[src/rtl/jt12_mix_pkg.sv]
// jt12_mix_pkg
// Shared definitions for the sound mixer:
//   mix_state_e - mixer sequencing states (IDLE / ACC / OUT)
//   UNITY_GAIN  - gain register value meaning x1.0
//   FRAC_BITS   - number of fraction bits in a gain value
package jt12_mix_pkg;

    typedef enum logic [1:0] {
        ST_IDLE = 2'd0,
        ST_ACC  = 2'd1,
        ST_OUT  = 2'd2
    } mix_state_e;

    localparam int FRAC_BITS  = 4;
    localparam int UNITY_GAIN = 16;   // 0x10 = 1.0 with four fraction bits

endpackage

[src/rtl/jt12_mix_sat.sv]
// jt12_mix_sat
// Combinational signed saturator: clamps an IW-bit signed value into
// OW bits and flags when the clamp was applied.
// Ports:
//   din  in  IW  signed value to be narrowed
//   dout out OW  clamped result
//   ovf  out 1   high when din lay outside the OW-bit range
module jt12_mix_sat #(
    parameter int IW = 27,
    parameter int OW = 16
) (
    input  logic signed [IW-1:0] din,
    output logic signed [OW-1:0] dout,
    output logic                 ovf
);

    generate
        if (IW > OW) begin : g_narrow
            // Range limits expressed at the input width for a plain signed compare
            localparam logic signed [IW-1:0] MAX_V = {{(IW-OW+1){1'b0}}, {(OW-1){1'b1}}};
            localparam logic signed [IW-1:0] MIN_V = {{(IW-OW+1){1'b1}}, {(OW-1){1'b0}}};

            always_comb begin
                dout = din[OW-1:0];
                ovf  = 1'b0;
                if (din > MAX_V) begin
                    dout = {1'b0, {(OW-1){1'b1}}};
                    ovf  = 1'b1;
                end else if (din < MIN_V) begin
                    dout = {1'b1, {(OW-1){1'b0}}};
                    ovf  = 1'b1;
                end
            end
        end else begin : g_wide
            // Output is at least as wide as the input: sign-extend, never clamps
            always_comb begin
                dout = OW'(din);
                ovf  = 1'b0;
            end
        end
    endgenerate

endmodule

[src/rtl/jt12_snd_mix.sv]
// jt12_snd_mix
// Time-multiplexed gain mixer. On a sample strobe the CH inputs and the
// CH gains are captured, then one shared signed x unsigned multiplier
// accumulates one channel per cen cycle; the sum is scaled by the gain
// fraction bits and saturated to OW bits.
// Ports:
//   clk, rst_n      clock, asynchronous active-low reset
//   cen             clock enable; nothing advances while low
//   snd_in          CH packed signed W-bit samples (channel k at [k*W +: W])
//   sample          input sample strobe
//   gain_we/addr/din gain register write port (addr >= CH ignored)
//   mix             registered saturated mix
//   mix_sample      one-cen-cycle pulse when mix updates
//   busy            high while a mix is in progress
//   clip, overrun   sticky flags, cleared by clr_flags
module jt12_snd_mix
    import jt12_mix_pkg::*;
#(
    parameter int CH = 4,
    parameter int W  = 16,
    parameter int GW = 8,
    parameter int OW = 16
) (
    input  logic                 clk,
    input  logic                 rst_n,
    input  logic                 cen,
    input  logic [CH*W-1:0]      snd_in,
    input  logic                 sample,
    input  logic                 gain_we,
    input  logic [3:0]           gain_addr,
    input  logic [GW-1:0]        gain_din,
    output logic signed [OW-1:0] mix,
    output logic                 mix_sample,
    output logic                 busy,
    output logic                 clip,
    output logic                 overrun,
    input  logic                 clr_flags
);

    localparam int IDX_W = (CH > 1) ? $clog2(CH) : 1;
    localparam int PW    = W + GW + 1;             // product width
    localparam int AW    = W + GW + 1 + $clog2(CH); // accumulator width

    mix_state_e               state_q, state_d;
    logic [IDX_W-1:0]         idx_q, idx_d;
    logic signed [AW-1:0]     acc_q, acc_d;
    logic signed [OW-1:0]     mix_q, mix_d;
    logic                     mix_sample_q, mix_sample_d;
    logic                     clip_q, clip_d;
    logic                     overrun_q, overrun_d;
    logic [CH*W-1:0]          snd_q, snd_d;
    logic [GW-1:0]            gain_q   [CH];
    logic [GW-1:0]            gain_d   [CH];
    logic [GW-1:0]            shadow_q [CH];
    logic [GW-1:0]            shadow_d [CH];

    // Single shared multiplier fed by the channel selected with idx
    logic signed [W-1:0]      snd_sel;
    logic [GW-1:0]            gain_sel;
    logic signed [PW-1:0]     prod;
    logic signed [AW-1:0]     acc_scaled;
    logic signed [OW-1:0]     sat_out;
    logic                     sat_ovf;

    assign snd_sel    = snd_q[idx_q*W +: W];
    assign gain_sel   = shadow_q[idx_q];
    // Zero-extend the gain so the product is signed x unsigned
    assign prod       = snd_sel * $signed({1'b0, gain_sel});
    assign acc_scaled = acc_q >>> FRAC_BITS;

    jt12_mix_sat #(
        .IW (AW),
        .OW (OW)
    ) u_sat (
        .din  (acc_scaled),
        .dout (sat_out),
        .ovf  (sat_ovf)
    );

    always_comb begin
        state_d      = state_q;
        idx_d        = idx_q;
        acc_d        = acc_q;
        mix_d        = mix_q;
        mix_sample_d = mix_sample_q;
        clip_d       = clip_q;
        overrun_d    = overrun_q;
        snd_d        = snd_q;
        gain_d       = gain_q;
        shadow_d     = shadow_q;

        if (cen) begin
            mix_sample_d = 1'b0;

            if (gain_we && (int'(gain_addr) < CH))
                gain_d[gain_addr[IDX_W-1:0]] = gain_din;

            unique case (state_q)
                ST_IDLE: begin
                    if (sample) begin
                        // Shadow takes the pre-write gains, so a write in this
                        // same cycle only affects later mixes
                        snd_d    = snd_in;
                        shadow_d = gain_q;
                        acc_d    = '0;
                        idx_d    = '0;
                        state_d  = ST_ACC;
                    end
                end
                ST_ACC: begin
                    acc_d = acc_q + AW'(prod);
                    if (idx_q == IDX_W'(CH - 1)) begin
                        idx_d   = '0;
                        state_d = ST_OUT;
                    end else begin
                        idx_d = idx_q + 1'b1;
                    end
                end
                ST_OUT: begin
                    mix_d        = sat_out;
                    mix_sample_d = 1'b1;
                    if (sat_ovf)
                        clip_d = 1'b1;
                    state_d = ST_IDLE;
                end
                default: state_d = ST_IDLE;
            endcase

            if (sample && (state_q != ST_IDLE))
                overrun_d = 1'b1;

            // Clearing wins over a set in the same cycle
            if (clr_flags) begin
                clip_d    = 1'b0;
                overrun_d = 1'b0;
            end
        end
    end

    always_ff @(posedge clk or negedge rst_n) begin
        if (!rst_n) begin
            state_q      <= ST_IDLE;
            idx_q        <= '0;
            acc_q        <= '0;
            mix_q        <= '0;
            mix_sample_q <= 1'b0;
            clip_q       <= 1'b0;
            overrun_q    <= 1'b0;
            snd_q        <= '0;
            for (int i = 0; i < CH; i++) begin
                gain_q[i]   <= GW'(UNITY_GAIN);
                shadow_q[i] <= GW'(UNITY_GAIN);
            end
        end else begin
            state_q      <= state_d;
            idx_q        <= idx_d;
            acc_q        <= acc_d;
            mix_q        <= mix_d;
            mix_sample_q <= mix_sample_d;
            clip_q       <= clip_d;
            overrun_q    <= overrun_d;
            snd_q        <= snd_d;
            gain_q       <= gain_d;
            shadow_q     <= shadow_d;
        end
    end

    assign mix        = mix_q;
    assign mix_sample = mix_sample_q;
    assign busy       = (state_q != ST_IDLE);
    assign clip       = clip_q;
    assign overrun    = overrun_q;

endmodule

[config.mk]
export PLATFORM = sky130hd
export DESIGN_NAME = jt12_snd_mix
export DESIGN_NICKNAME = d
export VERILOG_FILES = /design/src/rtl/jt12_mix_pkg.sv /design/src/rtl/jt12_mix_sat.sv /design/src/rtl/jt12_snd_mix.sv
export SDC_FILE = /design/constraint.sdc
export NUM_CORES = 1
export LEC_CHECK = 0
export CAP_MARGIN = 10
export CELL_PAD_IN_SITES_DETAIL_PLACEMENT = 1
export CELL_PAD_IN_SITES_GLOBAL_PLACEMENT = 1
export CORE_AREA = 2 2 169 171
export CTS_CLUSTER_DIAMETER = 120
export CTS_CLUSTER_SIZE = 24
export DETAILED_ROUTE_END_ITERATION = 8
export DIE_AREA = 0 0 171 173
export DONT_BUFFER_PORTS = 1
export PLACE_DENSITY_LB_ADDON = 0.1
export SKIP_LAST_GASP = 1
export SYNTH_ARGS = -nofsm -noshare
export SYNTH_HDL_FRONTEND = slang
export SYNTH_SLANG_ARGS = --single-unit
[constraint.sdc]
create_clock -name clk -period 17.8 [get_ports clk]
set_input_delay 3.56 -clock clk [delete_from_list [all_inputs] [get_ports clk]]
set_output_delay 3.56 -clock clk [all_outputs]
set_load 0.03 [all_outputs]
Word-level counts from Yosys, hierarchy flattened
Cells that the tools add are included.
Storage, ports and cells
  bits in registers: 178
  logic and storage cells: 73
Cells by class
  shifts and indexed selects: 1
  reduce and logical (&&, ||, !) cells: 16
  add/sub/neg operators: 2
  $lt $le $gt $ge: 6
  muxes and demuxes: 24
  multiply operators: 1
  bitwise gates (word level): 2
  eq/ne operators: 5
Operator list (number)
  $shiftx A64 B7 Y16: 1
  $pmux W27 S2: 1
  $bwmux W32: 1
  $mux W16: 2
  $add A27 B25 Y27: 1
  $mux W27: 1
  $mul A16 B9 Y25: 1
  $mux W8: 3
  $gt A23 B16 Y1 const B: 1
  $lt A23 B16 Y1 const B: 1
  $bmux W8 S2: 1
  $demux W8 S2: 1
  $reduce_and A3 Y1: 4
  $reduce_bool A2 Y1: 5
  $mux W1: 8
  $mux W2: 4
  $pmux W2 S2: 2
  $ge A3 B3 Y1 const B: 2
  $not A2 Y3: 2
  $reduce_and A2 Y1: 3
  $eq A2 B2 Y1 const B: 2
  $lt A4 B3 Y1 const B: 1
  $ne A2 B2 Y1 const B: 2
  $logic_and A1 B1 Y1: 3
  4 further kinds: 4

Longest topological paths before layout
  depth after elaboration: 7
  depth in mapped cells: 23
  gate-level depth less buffers: 20

Hierarchy
From an unflattened synthesis, not the netlist that was laid out.
Second synthesis, totals
  cell total of the unflattened synthesis: 1155
  area, all modules: 12969.9 um2
By module, submodules not included
  jt12_snd_mix: area each 12756.0 um2, cells each 1128, times used 1
  jt12_mix_sat: area each 214.0 um2, cells each 27, times used 1

Worst setup path before layout
No wires, ideal clock.
  path type: register to register
  from: register idx_q[0]
  to: register acc_q[24]
  slack: 11.848 ns
  buffers on the path: 3
  arrival time: 5.883 ns
  setup time: 0.069 ns
  clock period less this slack: 5.952 ns
  cell stages (with the launch flop): 21
  cells stage by stage: dfrtp_1 > buf_2 > buf_2 > mux4_2 > and2_1 > fa_1 > inv_1 > fa_1 > inv_1 > fa_1 > fa_1 > inv_1 > fa_1 > inv_1 > ha_1 > clkbuf_1 > nand4_1 > o221ai_1 > a21oi_2 > or4_1 > nand3_1
On the way
  cells in the longest elaborated chain, start to end: 7
RTL lines
  start, declared: line jt12_snd_mix.sv:45  | logic [IDX_W-1:0] idx_q, idx_d;
  start signal, assigned: line jt12_snd_mix.sv:156  | idx_q <= idx_d;
  branches (longest 4 deep; another with $shiftx A64 B7 Y16)
  $mul A16 B9 Y25 (*): line jt12_snd_mix.sv:68  | assign prod = snd_sel * $signed({1'b0, gain_sel});
  $add A27 B25 Y27 (*): line jt12_snd_mix.sv:111  | acc_d = acc_q + AW'(prod);
  $pmux W27 S2 (*): line jt12_snd_mix.sv:98  | unique case (state_q)
  end signal, assigned: line jt12_snd_mix.sv:144  | acc_q <= '0;
  end signal, assigned: line jt12_snd_mix.sv:157  | acc_q <= acc_d;
  end, declared: line jt12_snd_mix.sv:46  | logic signed [AW-1:0] acc_q, acc_d;
Mark *: on every way between the ends. The select of a mux whose other input is x is not followed.
A chain may end at the register's enable or synchronous reset.

Worst setup path after layout
  from: register idx_q[0]
  to: register acc_q[22]
Same word-level chain as after synthesis.

==> tab_implementation.tex <==
\begin{tabular}{lr}
\hline
Metric & Value \\
\hline
\multicolumn{2}{l}{\textbf{Floorplan}} \\
\quad Effective utilization at floorplan & 46.69\% \\
\quad DIE WIDTH & 171 um \\
\quad Area of the core & approximately 28000 sq um \\
\quad Die Y-Extent & 173 um \\
\quad Count of standard-cell rows & between 60 and 70 \\
\quad Floorplan die area & 29580 sq um \\
\quad Number of primary I/O pins & 102 \\
\multicolumn{2}{l}{\textbf{Logic synthesis}} \\
\quad Number of synthesized flops with an enable pin & 0 \\
\quad Dominant synthesized flop cell & dfrtp\_1 \\
\quad Mux cell area share after synthesis & around 16\% \\
\quad Synthesized instance count & 1153 \\
\quad Number of warnings issued by yosys & 0 \\
\quad Simple-gate share of the synthesized area & a little under a tenth \\
\quad Average cell area after synthesis & 11.19 sq um \\
\quad Compound-gate portion of the synthesized area & 6.411\% \\
\quad Sequential share of the synthesized area & 34.61\% \\
\quad Synth Area in Adders & around a quarter \\
\quad Dominant combinational cell family by area after synthesis & adder cells \\
\quad Post-Syn Area & 12900 sq um \\
\quad Async set-reset flop share out of synthesis & 100.0\% \\
\quad Net Count, Synth & roughly 1400 \\
\quad Post-synthesis xor/xnor area fraction & 1.629\% \\
\quad Total of flip-flops plus latches after synthesis & 178 \\
\quad Distinct cell type count after synthesis & 57 \\
\multicolumn{2}{l}{\textbf{Detailed routing}} \\
\quad Residual DRC count & 0 \\
\quad Routed wire per std cell & about 18 um \\
\quad Post-detailed-routing wire length & 27960 um \\
\quad Detailed-routing iteration count for the pre-antenna-repair pass & 4 \\
\quad Initial detailed-routing violation count & 280 \\
\quad Post-detailed-route via-to-cell ratio & just over 5 \\
\quad Detailed-route via count & 7909 \\
\quad Antenna Violating Nets Remaining & 0 \\
\multicolumn{2}{l}{\textbf{STA}} \\
\quad Unrepaired setup endpoints after global routing & no \\
\quad Tightest Pin Transition & 1.103 ns \\
\quad Pins Over Slew Limit & 0 \\
\quad Final critical-path setup slack & 10.93 ns \\
\quad Final total negative setup slack & 0 ns \\
\quad Max-slew headroom at the worst pin & 25.65\% \\
\quad Final worst path period share & 38.58\% \\
\quad Final Hold Fails & 0 \\
\quad Layout Skew & 0.01669 ns \\
\quad Post-route minimum period & 6.867 ns \\
\quad Upper clock frequency limit & 0.1456 GHz \\
\quad Number of setup violations in the final report & 0 \\
\multicolumn{2}{l}{\textbf{Layout}} \\
\quad Antenna Cells & 0 \\
\quad Fill cell instance count of the final layout & 2975 \\
\quad Sequential cell area & around 4500 sq um \\
\quad Area growth, synth to finish & 6.916\% \\
\quad Filler-free cell count of the finished design & around 1500 \\
\quad Multi-input gate area in the final layout & 7561 sq um \\
\quad Most frequent standard cell in the layout excluding fill and tap cells & inv\_1 \\
\quad Share of post-route cells with drive strength above 1 & a little under a fifth \\
\quad Commonest non-fill, non-tap cells in the layout & inv\_1, dfrtp\_1, mux2\_2, fa\_1, nand2\_1 \\
\quad Final layout net count & 1405 \\
\multicolumn{2}{l}{\textbf{Setup path}} \\
\quad Beginning of the worst register-to-register path & idx\_q[0]\$\_DFFE\_PN0P\_ \\
\quad Classification of the worst setup path & reg -> reg \\
\quad WP data arrival & 7.16 ns \\
\quad Start point of the critical path & idx\_q[0]\$\_DFFE\_PN0P\_ \\
\quad Endpoint of the worst register-to-register path & acc\_q[22]\$\_DFFE\_PN0P\_ \\
\quad Kind of launch point of the worst setup path & flop \\
\quad Worst Setup End Kind & flop \\
\quad CP Data Required Time & roughly 18 ns \\
\quad Largest fanout of any net on the critical path & 27 \\
\quad R2r worst-path depth & 19 \\
\quad Setup slack on the worst flop-to-flop path & 10.93 ns \\
\multicolumn{2}{l}{\textbf{Place}} \\
\quad Placer's final routability congestion estimate & 0.8388 \\
\quad Worst setup timing slack at the placement stage & 10.89 ns \\
\quad Number of I/O port buffers & 0 \\
\quad Sum of net half-perimeters after detailed placement & 21390 um \\
\quad Placed cell count & 1495 \\
\multicolumn{2}{l}{\textbf{Job}} \\
\quad Max capacitance violation total & 0 \\
\multicolumn{2}{l}{\textbf{Global route}} \\
\quad Antenna violations before repair & 5 \\
\quad Wire length of the first global-routing pass & 47690 um \\
\quad Gr usage total & 20.57\% \\
\quad Residual overflow from global routing & 0 \\
\quad Pin count of the biggest net entering global routing & 179 \\
\quad Vias in the first global route & 8791 \\
\multicolumn{2}{l}{\textbf{Clock tree}} \\
\quad Hold bufs inserted after CTS & 0 \\
\quad \# H-tree levels & 4 \\
\quad Clock tree from TritonCTS & yes \\
\quad CTS sink count & between 150 and 200 \\
\quad TritonCTS buffer count & 17 \\
\quad Latest clock arrival within the worst-skew pair & 0.45 ns \\
\quad Maximum count of clock buffers along a single path & 2 \\
\quad Number of gates given a new drive strength after cts & 0 \\
\quad Clock root buffer & clkbuf\_16 \\
\quad Post-CTS clock slew at the launch and capture registers of the worst setup and hold paths & about 0.080 ns \\
\quad Setup Buffers After CTS & 0 \\
\multicolumn{2}{l}{\textbf{Status}} \\
\quad Result of the run & finished clean \\
\multicolumn{2}{l}{\textbf{Min path}} \\
\quad Endpoint with the worst hold slack & acc\_q[19]\$\_DFFE\_PN0P\_ \\
\quad Hold/Removal Path Class & reg -> reg \\
\quad Worst min-delay path startpoint & acc\_q[19]\$\_DFFE\_PN0P\_ \\
\quad WHS Path Cells & 2 \\
\hline
\end{tabular}
[flip-flops by register name, indices dropped and copies added (netlist names)]
register and cells:
acc_q 27, clip 1, gain_q 32, idx_q 2, mix 16, mix_sample 1, overrun 1, shadow_q 32
snd_q 64, state_q 2
[worst max path at each step]
stage / endpoint / slack, ns / cells past startpoint
final: acc_q[22]$_DFFE_PN0P_ / 10.93 / 19
after global routing: acc_q[22]$_DFFE_PN0P_ / 10.46 / 19
after CTS: acc_q[22]$_DFFE_PN0P_ / 10.80 / 19
after detailed placement: acc_q[22]$_DFFE_PN0P_ / 10.89 / 19
after global placement: acc_q[22]$_DFFE_PN0P_ / 10.90 / 19
after floorplan: acc_q[24]$_DFFE_PN0P_ / 11.85 / 20
[Yosys cell counts (4+ instances only)]
cell      instances  share of area, %
buf_2            15              0.58
a21o_1            4              0.23
clkbuf_1         18              0.52
o21ai_0          68               2.6
a22o_1            4              0.27
nor2_1           16              0.47
nand4_1           7              0.34
inv_1           186               5.4
nand2b_1          5              0.24
dfstp_2           8               1.6
nand2_1         114               3.3
xor2_1           11              0.75
a21oi_1          35               1.4
ha_1             60               5.8
nor3_1            6              0.23
nand3_1           9              0.35
mux2_2          129                11
fa_1            127                20
mux4_2           24               4.2
dfrtp_1         170                33
buf_4             4              0.23
xnor2_1          13              0.88
and2_1           78               3.8
[worst max-delay path: stages, from the launching register on]
cell and delay [ns]:
dfrtp_2 0.95, mux4_2 0.78, and2_1 0.28, fa_1 0.51, inv_1 0.16, fa_1 0.59, inv_1 0.05, fa_1 0.49
fa_1 0.57, inv_1 0.06, fa_1 0.49, inv_1 0.04, ha_1 0.40, a21oi_1 0.25, o21bai_1 0.15, nor2_1 0.12
o311ai_0 0.26, a21oi_1 0.26, xor2_1 0.18, o21ai_0 0.09
[logic make-up (layout without fill, tap and decap cells)]
family                     Yosys count  in the layout
and+or+nand+nor                    246            246
muxes                              154            154
adders and majority gates          187            187
AOI/OAI and AO/OA                  139            139
buffers and inverters              225            221
xor gates and xnor gates            24             24
DFF                                178            178
[cell type report]
| class | count | share of cell area, % |
|---|---|---|
| flip-flops and latches | 178 | 32.38 |
| inverters | 186 | 5.062 |
| clock inverters | 14 | 1.034 |
| well taps | 378 | 3.429 |
| clock buffers | 18 | 3.112 |
| repair buffers | 3 | 0.1633 |
| multi-input cells | 750 | 54.82 |
[metrics by stage]
stage | util [%] | cell area [sq um] | hold slack (ns)
floorplan | - | 12900 | 0.4498
global placement | 47.85 | 13220 | 0.4635
detailed placement | 47.85 | 13220 | 0.4737
CTS | 49.92 | 13790 | 0.4920
global route | 49.92 | 13790 | 0.5172
finish | 49.92 | 13790 | 0.4881
[metal layers]
metal | vias to the layer above | wire, um | track usage [%]
li1 | 3724 | - | -
met1 | 4048 | 14000 | 30.44
met5 | - | 45 | 0
met3 | 24 | 1090 | 4.738
met2 | 107 | 12430 | 30.73
met4 | 6 | 386 | 4.944
Power is left out: the tool's default activity adds up to more than one toggle a clock period on the data nets, which glitch-free logic cannot reach.
